`src/rtl/wb_regfile_dual_pkg.sv`:
```
// wb_regfile_dual_pkg: shared writeback widths, slot struct and register constants.
package wb_regfile_dual_pkg;

    localparam int XLEN       = 32;
    localparam int NREGS      = 32;
    localparam int REG_ADDR_W = 5;

    localparam logic [REG_ADDR_W-1:0] REG_ZERO = 5'd0;

    typedef struct packed {
        logic [XLEN-1:0]       readdata;
        logic [XLEN-1:0]       resultalu;
        logic [REG_ADDR_W-1:0] rd;
        logic                  memtoreg;
        logic                  regwrite;
    } wb_slot_t;

endpackage

```
`src/rtl/wb_regfile_dual_wb_select.sv`:
```
// wb_select: per-slot writeback mux and write-valid generation.
module wb_select
    import wb_regfile_dual_pkg::*;
(
    input  wb_slot_t        slot,
    output logic [XLEN-1:0] wb_data,
    output logic            wb_valid
);

    always_comb begin
        wb_data  = slot.memtoreg ? slot.readdata : slot.resultalu;
        wb_valid = slot.regwrite && (slot.rd != REG_ZERO);
    end

endmodule

```
`src/rtl/wb_regfile_dual.sv`:
```
// wb_regfile_dual: dual-slot writeback into a 32x32 register file with four read ports.
// Optional same-cycle write-to-read bypass enabled by defining WB_REGFILE_BYPASS_EN.
module wb_regfile_dual
    import wb_regfile_dual_pkg::*;
#(
    parameter int CNT_W = 32
) (
    input  logic                  clk,
    input  logic                  reset,
    input  logic [XLEN-1:0]       readdata_in_1,
    input  logic [XLEN-1:0]       resultalu_in_1,
    input  logic [REG_ADDR_W-1:0] rd_in_1,
    input  logic                  memtoreg_in1,
    input  logic                  regwrite_in1,
    input  logic [XLEN-1:0]       readdata_in_2,
    input  logic [XLEN-1:0]       resultalu_in_2,
    input  logic [REG_ADDR_W-1:0] rd_in_2,
    input  logic                  memtoreg_in2,
    input  logic                  regwrite_in2,
    input  logic [REG_ADDR_W-1:0] rs1_a,
    input  logic [REG_ADDR_W-1:0] rs2_a,
    input  logic [REG_ADDR_W-1:0] rs1_b,
    input  logic [REG_ADDR_W-1:0] rs2_b,
    output logic [XLEN-1:0]       rdata1_a,
    output logic [XLEN-1:0]       rdata2_a,
    output logic [XLEN-1:0]       rdata1_b,
    output logic [XLEN-1:0]       rdata2_b,
    output logic [XLEN-1:0]       wb_data_1,
    output logic [XLEN-1:0]       wb_data_2,
    output logic                  wb_valid_1,
    output logic                  wb_valid_2,
    output logic [CNT_W-1:0]      retired_cnt
);

    wb_slot_t              slot_1, slot_2;
    logic [XLEN-1:0]       regs_q [NREGS];
    logic [XLEN-1:0]       regs_d [NREGS];
    logic [CNT_W-1:0]      cnt_q, cnt_d;
    logic [REG_ADDR_W-1:0] raddr [4];
    logic [XLEN-1:0]       rdata [4];

    assign slot_1 = '{readdata: readdata_in_1, resultalu: resultalu_in_1, rd: rd_in_1,
                      memtoreg: memtoreg_in1, regwrite: regwrite_in1};
    assign slot_2 = '{readdata: readdata_in_2, resultalu: resultalu_in_2, rd: rd_in_2,
                      memtoreg: memtoreg_in2, regwrite: regwrite_in2};

    wb_select u_sel_1 (.slot(slot_1), .wb_data(wb_data_1), .wb_valid(wb_valid_1));
    wb_select u_sel_2 (.slot(slot_2), .wb_data(wb_data_2), .wb_valid(wb_valid_2));

    // Slot 2 is applied last so it overrides slot 1 on a same-rd collision.
    always_comb begin
        regs_d = regs_q;
        if (wb_valid_1) regs_d[rd_in_1] = wb_data_1;
        if (wb_valid_2) regs_d[rd_in_2] = wb_data_2;
        regs_d[REG_ZERO] = '0;
        cnt_d = cnt_q + CNT_W'(wb_valid_1) + CNT_W'(wb_valid_2);
    end

    always_ff @(posedge clk or posedge reset) begin
        if (reset) begin
            regs_q <= '{default: '0};
            cnt_q  <= '0;
        end else begin
            regs_q <= regs_d;
            cnt_q  <= cnt_d;
        end
    end

    assign raddr = '{rs1_a, rs2_a, rs1_b, rs2_b};

    always_comb begin
        for (int i = 0; i < 4; i++) begin
            rdata[i] = regs_q[raddr[i]];
`ifdef WB_REGFILE_BYPASS_EN
            if (wb_valid_1 && rd_in_1 == raddr[i]) rdata[i] = wb_data_1;
            if (wb_valid_2 && rd_in_2 == raddr[i]) rdata[i] = wb_data_2;
`endif
            if (reset || raddr[i] == REG_ZERO) rdata[i] = '0;
        end
    end

    assign rdata1_a    = rdata[0];
    assign rdata2_a    = rdata[1];
    assign rdata1_b    = rdata[2];
    assign rdata2_b    = rdata[3];
    assign retired_cnt = cnt_q;

endmodule
```
`config.mk`:
```
export PLATFORM = sky130hd
export DESIGN_NAME = wb_regfile_dual
export DESIGN_NICKNAME = d
export VERILOG_FILES = /design/src/rtl/wb_regfile_dual_pkg.sv /design/src/rtl/wb_regfile_dual_wb_select.sv /design/src/rtl/wb_regfile_dual.sv
export SDC_FILE = /design/constraint.sdc
export NUM_CORES = 2
export LEC_CHECK = 0
export ABC_AREA = 0
export ABC_CLOCK_PERIOD_IN_PS = 36200
export CAP_MARGIN = 20
export CORE_MARGIN = 3
export CORE_UTILIZATION = 28
export CTS_CLUSTER_SIZE = 10
export DETAILED_ROUTE_END_ITERATION = 10
export PLACE_DENSITY_LB_ADDON = 0.2
export SYNTH_ARGS = -nofsm -noshare
export SYNTH_HDL_FRONTEND = slang
export SYNTH_HIERARCHICAL = 1
export SYNTH_SLANG_ARGS = --single-unit
```
`constraint.sdc`:
```
create_clock -name clk -period 36.2 [get_ports clk]
set_input_delay 7.24 -clock clk [delete_from_list [all_inputs] [get_ports clk]]
set_output_delay 7.24 -clock clk [all_outputs]
set_load 0.05 [all_outputs]
```
==> flow_summary.toml <==
[setup_path]
critical-path-top-delay-family = "buffers and inverters"
cpPeakStageDelay_ns = 0.97
reg2reg_depth = 7
cpMaxStageDelayCell = "sky130_fd_sc_hd__clkdlybuf4s50_1"
start_kind = "primary input"
crit_path_frequent_cell = "sky130_fd_sc_hd__buf_4"
regToRegEndpoint = "retired_cnt[31]"
rrSetupSlack_ns = 33.83
worst-path-buf-inv = 5
crit_arrival_ns = 12.83
reg2reg_launch_point = "retired_cnt[0]"
worstPathRequired_ns = 28.96
critical_path.max_fanout = 45
timing_worst_setup_path_type = "in2out"
critical_path.endpoint_type = "output pin"
path_cells = "buf_8 -> buf_4 -> buf_4 -> nor2b_4 -> buf_4 -> a22oi_1 -> o221ai_1 -> a21oi_1 -> o21ai_0 -> clkdlybuf4s50_1"

[worst_hold_path]
worst_hold_startpoint = "retired_cnt[31]"
hp-class = "reg2reg"
worst_hold_path.endpoint = "retired_cnt[31]"
min_path_cells = 1

[cells_and_area]
drive_above_1_share = 0.193
areaGrowthSynthToFinish_pct = 13.5
layoutNonFillerInstCount = 11700
final_core_util = 0.320
num-nets-final = 7926
n_fill_cell = 29200

[synthesis]
synth_nets = 8100
synth_area_um2 = 81300
synth-edff-count = 0
netlist_instances = 7934
dominantRegCellSynth = "sky130_fd_sc_hd__dfrtp_1"
syn-mean-instance-area_um2 = 10.2
synth_warnings = 6
postSynthRegisterBits = 1024
synth_cell_types = 62
proportion_of_synthesized_chip_area_in_sequential_cells = 0.315
ys_async_sr_fraction = 1.00

[sta]
tightest_pin_transition_ns = 1.25
rsz0062_at_grt = "false"
min_period_ns = 20.07
timing.final.crit_share = 0.554
worst_slew_margin_rel = 0.155
number_of_endpoints_with_negative_hold_slack_in_the_final_report = 0
clock-skew-final_ns = 0.00601
fmax_ghz = 0.0498
setup_viol_count_final = 0
setup_total_negative_slack_ns = 0
finalHoldWorstSlack_ns = 0.487
report.final.slew_viol_count = 0

[die]
fp.dieArea_um2 = 297000
die_width_um = 545
floorplan.die.height_um = 545
boundaryPins = 390
coreArea_um2 = 289000
floorplan.initialDensity = 0.282
floorplan.rows = 197

[status]
run_status = "complete, no violations"

[clocking]
cts_tree = "yes"
clock_sinks = 1024
cts_setup_buffers = 0
cts_resized = 0
cts_inserted_buffers = 142
htree_num_levels = 4
clock_tree.root_cell = "sky130_fd_sc_hd__clkbuf_16"
clock_latency_ns = 0.83
clkSlewWorstSetupHoldPaths_ns = 0.05
cts_buffer_depth = 4
ctsHoldBuffers = 0

[global_route]
most_heavily_used_metal_layer_in_global_routing = "met2"
grt_antenna_before_repair = 29
grt_pass1_wl_um = 595000
grt_pass1_vias = 69500
grtUsageMet3 = 0.0769
grt_remaining_overflow = 0
gr-usage-met2 = 0.412
groute.usage.overall = 0.285
grt_util_met1 = 0.383
grt_start_max_net_pins = 158

[drt]
routed_wire_length_per_instance_um = 37.4
route.final.wire_length_um = 439000
1st_iter_drt_viols = 11200
routed_via_density = 6.26
route.detailed.drc = 0
postRouteAntennaNets = 0
first_drt_pass_iteration_count = 7
vias_after_detailed_routing = 73500

[pwr]
total_power_mw = 5.02
ir_drop_v = 0.0000392
cellPowerDensity_nw_per_um2 = 54.4
leakage_nw = 37.1

[placement]
placed_instances = 11500
hpwlAfterDp_um = 269000
gp_routability_congestion = 0.922
portBuffers = 389

[job]
max_cap_violations = 0
==> layout make-up <==
| cell class | count | area (um2) | area share |
|---|---|---|---|
| multi-input combinational | 5974 | 51800 | 0.561 |
| clock inverter | 15 | 106 | 0.00115 |
| inverter | 7 | 31.3 | 0.000339 |
| timing repair buffer | 611 | 5700 | 0.0618 |
| antenna | 19 | 47.5 | 0.000515 |
| clock buffer | 204 | 4120 | 0.0446 |
| sequential | 1024 | 25600 | 0.278 |
| tap | 3880 | 4850 | 0.0526 |
==> worst reg2reg max path: cells and delay by family (launching register included) <==
family	cells	cell delay, ns
XOR/XNOR	1	0.16
adder cells (fa/ha/maj)	1	0.38
buffers and inverters	1	0.06
flip-flops	1	0.36
AND/OR/NAND/NOR	4	1.28
==> placed cells by master (no fill, tap or decap), drive strengths merged, types with 43 or more instances in the layout <==
cell type      instances
a21oi                655
a221oi                82
a22oi                243
a31oi                 68
buf                  236
clkbuf               206
clkdlybuf4s50        372
dfrtp               1024
mux2                 356
mux2i               1478
mux4                 615
nand2                627
nand2b                56
nor2                 621
nor4                  56
o21a                  96
o21ai                649
o221ai                43
o22ai                 84
==> logic make-up after synthesis <==
group           synth area share
xor+xnor                 0.00323
fa+ha+maj               0.000400
simple gates              0.0770
mux                        0.402
flops                      0.315
buf+inv                   0.0554
compound gates             0.147
==> metal layers <==
metal  share of wire  wire (um)
met5         0.00031        138
met4           0.065      28700
met3            0.11      47100
met2            0.42     186000
met1            0.40     177000
==> worst max path at each step <==
stage,start,end,depth (start not counted)
6_report,rs2_a[1],rdata2_a[12],10
5_1_grt,rs2_a[1],rdata2_a[14],10
2_1_floorplan,reset,rdata1_a[20],8
3_3_place_gp,rs2_a[1],rdata2_a[3],10
4_1_cts,rs2_a[1],rdata2_a[3],10
3_5_place_dp,rs2_a[1],rdata2_a[3],10
==> metrics by stage <==
step	instance area (um2)	setup slack, ns
after floorplan	81300	4.68
after CTS	92200	16.17
final	92300	16.13
after global placement	87900	16.13
after global routing	92200	16.10
after detailed placement	88000	16.16
==> Yosys cell counts, types with 20 or more instances <==
| library cell | count | area (um2) |
|---|---|---|
| sky130_fd_sc_hd__a21boi_0 | 25 | 188 |
| sky130_fd_sc_hd__a21oi_1 | 655 | 3280 |
| sky130_fd_sc_hd__a221oi_1 | 79 | 692 |
| sky130_fd_sc_hd__a22o_1 | 42 | 368 |
| sky130_fd_sc_hd__a22oi_1 | 243 | 1820 |
| sky130_fd_sc_hd__a31oi_1 | 68 | 425 |
| sky130_fd_sc_hd__buf_2 | 279 | 1400 |
| sky130_fd_sc_hd__buf_4 | 102 | 766 |
| sky130_fd_sc_hd__buf_6 | 30 | 338 |
| sky130_fd_sc_hd__clkbuf_1 | 482 | 1810 |
| sky130_fd_sc_hd__dfrtp_1 | 1024 | 25600 |
| sky130_fd_sc_hd__mux2_2 | 352 | 3960 |
| sky130_fd_sc_hd__mux2i_1 | 1478 | 14800 |
| sky130_fd_sc_hd__mux4_2 | 615 | 13900 |
| sky130_fd_sc_hd__nand2_1 | 627 | 2350 |
| sky130_fd_sc_hd__nand2b_1 | 56 | 350 |
| sky130_fd_sc_hd__nand3_1 | 20 | 100 |
| sky130_fd_sc_hd__nor2_1 | 597 | 2240 |
| sky130_fd_sc_hd__nor4_1 | 56 | 350 |
| sky130_fd_sc_hd__o21a_1 | 96 | 721 |
| sky130_fd_sc_hd__o21ai_0 | 506 | 2530 |
| sky130_fd_sc_hd__o21ai_1 | 143 | 716 |
| sky130_fd_sc_hd__o221ai_1 | 43 | 377 |
| sky130_fd_sc_hd__o22a_1 | 26 | 228 |
| sky130_fd_sc_hd__o22ai_1 | 84 | 526 |
| sky130_fd_sc_hd__xnor2_1 | 22 | 193 |
==> power by group <==
part | total (mW) | internal (mW) | switching [mW]
logic | 1.72 | 0.842 | 0.881
clock network | 1.37 | 0.788 | 0.585
registers | 1.92 | 1.46 | 0.456
==> sequential cells by signal (all words and copies together) (netlist names) <==
name         count
retired_cnt     32
regs_q         992
No activity file was read; power rests on OpenSTA's default activity.
